[config.mk]
export PLATFORM = sky130hd
export DESIGN_NAME = jtcps1_obj_line_sched_flat
export DESIGN_NICKNAME = d
export VERILOG_FILES = /design/src/rtl/jtcps1_obj_pkg.sv /design/src/rtl/jtcps1_obj_line_sched_if.sv /design/src/rtl/jtcps1_obj_lbport.sv /design/src/rtl/jtcps1_obj_line_sched.sv /design/src/flat_wrapper.sv
export SDC_FILE = /design/constraint.sdc
export NUM_CORES = 1
export LEC_CHECK = 0
export BUFFER_PORTS_ARGS = -buffer_cell sky130_fd_sc_hd__buf_2
export CAP_MARGIN = 25
export CORE_MARGIN = 2
export CORE_UTILIZATION = 35
export CTS_BUF_LIST = sky130_fd_sc_hd__clkbuf_2
export CTS_CLUSTER_SIZE = 40
export DETAILED_ROUTE_END_ITERATION = 12
export GPL_TIMING_DRIVEN = 0
export PLACE_DENSITY = 0.67
export SYNTH_ARGS = -nofsm -noshare
export SYNTH_HDL_FRONTEND = slang
export SYNTH_SLANG_ARGS = --single-unit
export TNS_END_PERCENT = 10
[constraint.sdc]
create_clock -name clk -period 1.7 [get_ports clk]
set_clock_uncertainty 0.1 [all_clocks]
set_input_delay 0.17 -clock clk [delete_from_list [all_inputs] [get_ports clk]]
set_output_delay 0.17 -clock clk [all_outputs]
set_load 0.02 [all_outputs]
[src/rtl/jtcps1_obj_pkg.sv]
// Shared constants and FSM encoding for the CPS1 object line-buffer scheduler.
package jtcps1_obj_pkg;
  localparam int OBJ_AW = 9;
  localparam int OBJ_PW = 9;
  localparam logic [OBJ_PW-1:0] OBJ_BLANK = 9'h1FF;

  typedef enum logic [1:0] {
    IDLE  = 2'd0,
    START = 2'd1,
    BUSY  = 2'd2,
    PEND  = 2'd3
  } sched_state_t;
endpackage

[src/rtl/jtcps1_obj_line_sched_if.sv]
// Scheduler <-> object draw engine handshake and line-buffer write bus.
interface jtcps1_obj_line_sched_if
  import jtcps1_obj_pkg::*;
#(
  parameter int AW = OBJ_AW
);
  logic              draw_start;
  logic [8:0]        draw_line;
  logic              draw_done;
  logic [AW-1:0]     dr_addr;
  logic [OBJ_PW-1:0] dr_data;
  logic              dr_wr;

  modport master (
    output draw_start, draw_line,
    input  draw_done, dr_addr, dr_data, dr_wr
  );

  modport slave (
    input  draw_start, draw_line,
    output draw_done, dr_addr, dr_data, dr_wr
  );
endinterface

[src/rtl/jtcps1_obj_lbport.sv]
// One line-buffer RAM port: draw-write pass-through, front-side read, or erase.
module jtcps1_obj_lbport
  import jtcps1_obj_pkg::*;
#(
  parameter int                AW    = OBJ_AW,
  parameter logic [OBJ_PW-1:0] BLANK = OBJ_BLANK
) (
  input  logic              front,
  input  logic              erase,
  input  logic [AW-1:0]     hdump,
  input  logic [AW-1:0]     erase_addr,
  input  logic [AW-1:0]     dr_addr,
  input  logic [OBJ_PW-1:0] dr_data,
  input  logic              dr_we,
  output logic [AW-1:0]     addr,
  output logic [OBJ_PW-1:0] data,
  output logic              we
);
  // Erase wins over role so a buffer swap between read and erase still clears it.
  always_comb begin
    addr = dr_addr;
    data = dr_data;
    we   = dr_we;
    if (erase) begin
      addr = erase_addr;
      data = BLANK;
      we   = 1'b1;
    end else if (front) begin
      addr = hdump;
      data = BLANK;
      we   = 1'b0;
    end
  end
endmodule

[src/rtl/jtcps1_obj_line_sched.sv]
// Ping-pong object line buffers: launches one draw per line, routes draw writes
// to the back buffer, streams the front buffer to the mixer with erase-after-read.
module jtcps1_obj_line_sched
  import jtcps1_obj_pkg::*;
#(
  parameter logic [OBJ_PW-1:0] BLANK = OBJ_BLANK,
  parameter int                AW    = OBJ_AW
) (
  input  logic                    clk,
  input  logic                    rst,
  input  logic                    pxl_cen,
  input  logic                    line_start,
  input  logic [8:0]              vrender,
  input  logic                    obj_en,
  jtcps1_obj_line_sched_if.master draw,
  input  logic [AW-1:0]           hdump,
  output logic [OBJ_PW-1:0]       pxl,
  output logic [AW-1:0]           lb0_addr,
  output logic [AW-1:0]           lb1_addr,
  output logic [OBJ_PW-1:0]       lb0_data,
  output logic [OBJ_PW-1:0]       lb1_data,
  output logic                    lb0_we,
  output logic                    lb1_we,
  input  logic [OBJ_PW-1:0]       lb0_q,
  input  logic [OBJ_PW-1:0]       lb1_q,
  output logic                    overrun
);
  sched_state_t state, nxt;
  logic          wsel, toggle, ovr;
  logic [8:0]    line_q;
  logic          rd_ph, rd_sel;
  logic [AW-1:0] rd_addr;
  logic          dr_we;

  logic [1:0]             front, erase;
  logic [1:0][AW-1:0]     lb_addr;
  logic [1:0][OBJ_PW-1:0] lb_data;
  logic [1:0]             lb_we;

  always_ff @(posedge clk or posedge rst)
    if (rst) state <= IDLE;
    else     state <= nxt;

  // Simultaneous done+line_start retires the old line first, then takes the new one.
  always_comb begin
    nxt    = state;
    toggle = 1'b0;
    ovr    = 1'b0;
    case (state)
      IDLE:
        if (line_start) begin
          toggle = 1'b1;
          nxt    = obj_en ? START : IDLE;
        end
      START:
        if (line_start) begin
          toggle = 1'b1;
          ovr    = 1'b1;
          nxt    = PEND;
        end else begin
          nxt = BUSY;
        end
      BUSY:
        if (draw.draw_done) begin
          toggle = line_start;
          nxt    = (line_start && obj_en) ? START : IDLE;
        end else if (line_start) begin
          toggle = 1'b1;
          ovr    = 1'b1;
          nxt    = PEND;
        end
      PEND: begin
        toggle = line_start;
        ovr    = line_start && !draw.draw_done;
        if (draw.draw_done) nxt = obj_en ? START : IDLE;
      end
      default: nxt = IDLE;
    endcase
  end

  always_ff @(posedge clk or posedge rst)
    if (rst) begin
      wsel    <= 1'b0;
      line_q  <= '0;
      overrun <= 1'b0;
      rd_ph   <= 1'b0;
      rd_sel  <= 1'b0;
      rd_addr <= '0;
      pxl     <= BLANK;
    end else begin
      overrun <= ovr;
      if (toggle) begin
        wsel   <= ~wsel;
        line_q <= vrender;
      end
      rd_ph <= pxl_cen;
      if (pxl_cen) begin
        rd_addr <= hdump;
        rd_sel  <= ~wsel;
      end
      if (rd_ph) pxl <= rd_sel ? lb1_q : lb0_q;
    end

  assign draw.draw_start = (state == START);
  assign draw.draw_line  = line_q;

  // A stale draw still running in PEND must not touch the new back buffer.
  assign dr_we = draw.dr_wr && (state != PEND);
  assign front = {~wsel, wsel};
  assign erase = {rd_ph & rd_sel, rd_ph & ~rd_sel};

  for (genvar i = 0; i < 2; i++) begin : g_lb
    jtcps1_obj_lbport #(.AW(AW), .BLANK(BLANK)) u_port (
      .front      (front[i]),
      .erase      (erase[i]),
      .hdump      (hdump),
      .erase_addr (rd_addr),
      .dr_addr    (draw.dr_addr),
      .dr_data    (draw.dr_data),
      .dr_we      (dr_we),
      .addr       (lb_addr[i]),
      .data       (lb_data[i]),
      .we         (lb_we[i])
    );
  end

  assign lb0_addr = lb_addr[0];
  assign lb1_addr = lb_addr[1];
  assign lb0_data = lb_data[0];
  assign lb1_data = lb_data[1];
  assign lb0_we   = lb_we[0];
  assign lb1_we   = lb_we[1];
endmodule

[src/flat_wrapper.sv]
// flat-port wrapper written by rule: the top's interface ports become plain ports
module jtcps1_obj_line_sched_flat import jtcps1_obj_pkg::*;
#(
  parameter logic [OBJ_PW-1:0] BLANK = OBJ_BLANK,
  parameter int                AW    = OBJ_AW
)
  (clk, rst, pxl_cen, line_start, vrender, obj_en, hdump, pxl, lb0_addr, lb1_addr, lb0_data, lb1_data, lb0_we, lb1_we, lb0_q, lb1_q, overrun, draw_draw_start, draw_draw_line, draw_draw_done, draw_dr_addr, draw_dr_data, draw_dr_wr);
  jtcps1_obj_line_sched_if #(.AW(AW)) draw_i ();
  input  logic clk;
  input  logic rst;
  input  logic pxl_cen;
  input  logic line_start;
  input  logic [8:0] vrender;
  input  logic obj_en;
  input  logic [AW-1:0] hdump;
  output logic [OBJ_PW-1:0] pxl;
  output logic [AW-1:0] lb0_addr;
  output logic [AW-1:0] lb1_addr;
  output logic [OBJ_PW-1:0] lb0_data;
  output logic [OBJ_PW-1:0] lb1_data;
  output logic lb0_we;
  output logic lb1_we;
  input  logic [OBJ_PW-1:0] lb0_q;
  input  logic [OBJ_PW-1:0] lb1_q;
  output logic overrun;
  output wire logic [$bits(draw_i.draw_start)-1:0] draw_draw_start;
  output wire logic [$bits(draw_i.draw_line)-1:0] draw_draw_line;
  input wire logic [$bits(draw_i.draw_done)-1:0] draw_draw_done;
  input wire logic [$bits(draw_i.dr_addr)-1:0] draw_dr_addr;
  input wire logic [$bits(draw_i.dr_data)-1:0] draw_dr_data;
  input wire logic [$bits(draw_i.dr_wr)-1:0] draw_dr_wr;
  assign draw_draw_start = draw_i.draw_start;
  assign draw_draw_line = draw_i.draw_line;
  assign draw_i.draw_done = draw_draw_done;
  assign draw_i.dr_addr = draw_dr_addr;
  assign draw_i.dr_data = draw_dr_data;
  assign draw_i.dr_wr = draw_dr_wr;
  jtcps1_obj_line_sched #(.BLANK(BLANK), .AW(AW)) u_core (.clk(clk), .rst(rst), .pxl_cen(pxl_cen), .line_start(line_start), .vrender(vrender), .obj_en(obj_en), .draw(draw_i), .hdump(hdump), .pxl(pxl), .lb0_addr(lb0_addr), .lb1_addr(lb1_addr), .lb0_data(lb0_data), .lb1_data(lb1_data), .lb0_we(lb0_we), .lb1_we(lb1_we), .lb0_q(lb0_q), .lb1_q(lb1_q), .overrun(overrun));
endmodule
==> results.sh <==
export IMPL_outcome="finished, violations left"
export IMPL_violations="setup timing"
export IMPL_dpl_cell_count=386
export IMPL_wl_per_cell_um=14.3
export IMPL_total_power_mw=4.25
export IMPL_vias=2112
export IMPL_powerDensity_nw_per_um2=1270
export IMPL_synthTopCellsByArea="dfrtp_1 (30%), mux2i_1 (15%), dfstp_2 (12%), mux2_2 (11%), or3_1 (5.7%)"
export IMPL_grt_pass1_wl_mm=9.85
export IMPL_clk_pin_slew_ps=160
export IMPL_yosysTopAreaCell="dfrtp_1"
export IMPL_rsz0062_at_grt="yes"
export IMPL_cts_sinks=33
export IMPL_ys_seq_elements=33
export IMPL_syn_nets=261
export IMPL_h_tree_depth=2
export IMPL_ys_seq_area_share_pct=42.4
export IMPL_crit_fanout=6
export IMPL_port_buffers=118
export IMPL_gp_congestion=0.743
export IMPL_final_net_count=430
export IMPL_drtIter0Drc=91
export IMPL_hpwl_mm=4.00
export IMPL_dieWidth_um=79.1
export IMPL_cp_required_ps=1430
export IMPL_start_kind="flop"
export IMPL_setup_ws_ps=-229
export IMPL_cts_root_buf="clkbuf_2"
export IMPL_fin_crit_ps=1930
export IMPL_dpl_instance_area_sq_um=2680
export IMPL_drtPass1Iterations=4
export IMPL_wirelength_mm=6.26
export IMPL_arrival_ps=1660
export IMPL_avgSynthCellArea_sq_um=10.1
export IMPL_gr_total_overflow=0
export IMPL_viasPerCell=4.83
export IMPL_ir_drop_uv=701
export IMPL_antenna_found_initial=0
export IMPL_fin_util_pct=61.1
export IMPL_synthCells=195
export IMPL_drive_gt1_share_pct=51.2
export IMPL_yosys_warnings=0
export IMPL_grt_pass1_vias=2131
export IMPL_period_share_pct=113
export IMPL_setup_tns_final_ps=-4270
export IMPL_final_common_cell="buf_2"
export IMPL_globalRouteTotalUtil_pct=20.2
export IMPL_max_freq_ghz=0.518
export IMPL_drv_cap=0
export IMPL_die_area_sq_um=6260
export IMPL_finalInstanceArea_sq_um=3340
export IMPL_start_util_pct=36.1
export IMPL_drc=0
export IMPL_drtAntennaViolNets=0
export IMPL_worst_pin_slew_ps=470
export IMPL_p_leak_nw=1.64
export IMPL_core_area_sq_um=5470
export IMPL_pin_count=119
export IMPL_synth_area_sq_um=1980
export IMPL_cts_tree="yes"
export IMPL_hold_class="input port to flop"
export IMPL_mostFrequentLayoutCells="buf_2 (106), dlygate4sd3_1 (40), mux2i_1 (29)"
export IMPL_n_fill_cell=473
export IMPL_crit_type="flop to primary output"
export IMPL_setup_viol=38
export IMPL_max_slew_margin_pct=68.6
export IMPL_cts_buffers=5
export IMPL_end_kind="primary output"
export IMPL_clockBufferDepth=2
export IMPL_diodes=0
export IMPL_ys_types=24
export IMPL_syn2layout_area_growth_pct=69.2
export IMPL_rows=27
export IMPL_grt_max_degree=24
export IMPL_drv_slew=0
export IMPL_yosysTopAreaCellShare_pct=30.4
export IMPL_fin_cells=437
export IMPL_hold_violations=0
export IMPL_timing_hold_ws_ps=95.3
export IMPL_dp_slack_ps=13.3
export IMPL_clk_latency_ps=360
export IMPL_die_h_um=79.1
==> kinds of logic (layout without fill, tap and decap cells) <==
| family | after synthesis | after routing | share of synthesized area, % |
|---|---|---|---|
| buffers and inverters | 20 | 189 | 5.64 |
| adder cells (fa/ha/maj) | 5 | 5 | 3.17 |
| flip-flops | 33 | 33 | 42.4 |
| AO/OA/AOI/OAI | 33 | 33 | 9.18 |
| XOR/XNOR | 1 | 1 | 0.443 |
| multiplexers | 48 | 48 | 25.5 |
| AND/OR/NAND/NOR | 55 | 56 | 13.7 |
==> critical path: stages (launching register included) <==
cell	delay (ps)
dfrtp_1	420
buf_6	120
and2_4	160
buf_8	130
or3_4	330
buf_6	140
==> cells in the mapped netlist (all sizes together) <==
master and instances:
buf 12, nor3b 1, o21bai 2, nor2 13
nand2b 1, a2bb2oi 1, nand2 18, a221oi 1
xor2 1, a21oi 9, nor2b 3, mux2i 29
clkbuf 3, dfstp 9, o21ai 19, mux2 19
a22o 1, and2 1, or3 18, dfrtp 24
ha 5, inv 5
==> repair_timing <==
action	4_1_cts	5_1_grt
hold buffers	40	0
setup buffers	1	2
endpoints found under the setup margin	38	41
gates resized for setup	34	34
pin swaps	1	2
endpoints found under the hold margin	37	0
gates cloned	1	1
==> final cells by class <==
type,instances,area [sq um],share of cell area [%]
timing repair buffer,163,1140,34.0
multi-input combinational,143,1090,32.7
sequential,33,837,25.0
buffer,13,125,3.74
tap,72,90.1,2.70
clock buffer,6,30.0,0.899
inverter,5,18.8,0.562
clock inverter,2,10.0,0.300
==> per-layer routing <==
layer | GRT usage [%] | part of all wire [%] | vias up
met2 | 34.6 | 50 | 93
li1 | - | - | 1023
met3 | 6.14 | 7.1 | 21
met5 | 0 | 0 | -
met1 | 23.0 | 39 | 975
met4 | 9.14 | 3.2 | 0
==> sequential cells by signal (all words and copies together) (netlist names) <==
signal	flops
u_core.overrun	1
u_core.rd_ph	1
u_core.draw.draw_line	9
u_core.rd_sel	1
u_core.rd_addr	9
u_core.wsel	1
u_core.state	2
u_core.pxl	9
==> path summary, 6_finish.rpt <==
path                                  from                        to  slack [ps]  cells past startpoint
setup / recovery              u_core.rd_ph               lb1_data[7]        -230                      5
hold / removal                  line_start           u_core.state[0]         100                      3
setup reg to reg           u_core.state[0]           u_core.state[0]          70                      6
hold reg to reg              u_core.pxl[6]             u_core.pxl[6]         400                      2
max in group asynchronous              rst             u_core.pxl[3]         690                      4
min in group asynchronous              rst  u_core.draw.draw_line[5]         260                      3
==> power by group <==
group	leakage (nW)	total (mW)	switching, mW	internal, mW
sequential	0.380	1.07	0.103	0.970
clock	0.0327	0.358	0.254	0.103
combinational	1.23	2.82	1.53	1.30
No activity file was read; power rests on OpenSTA's default activity.
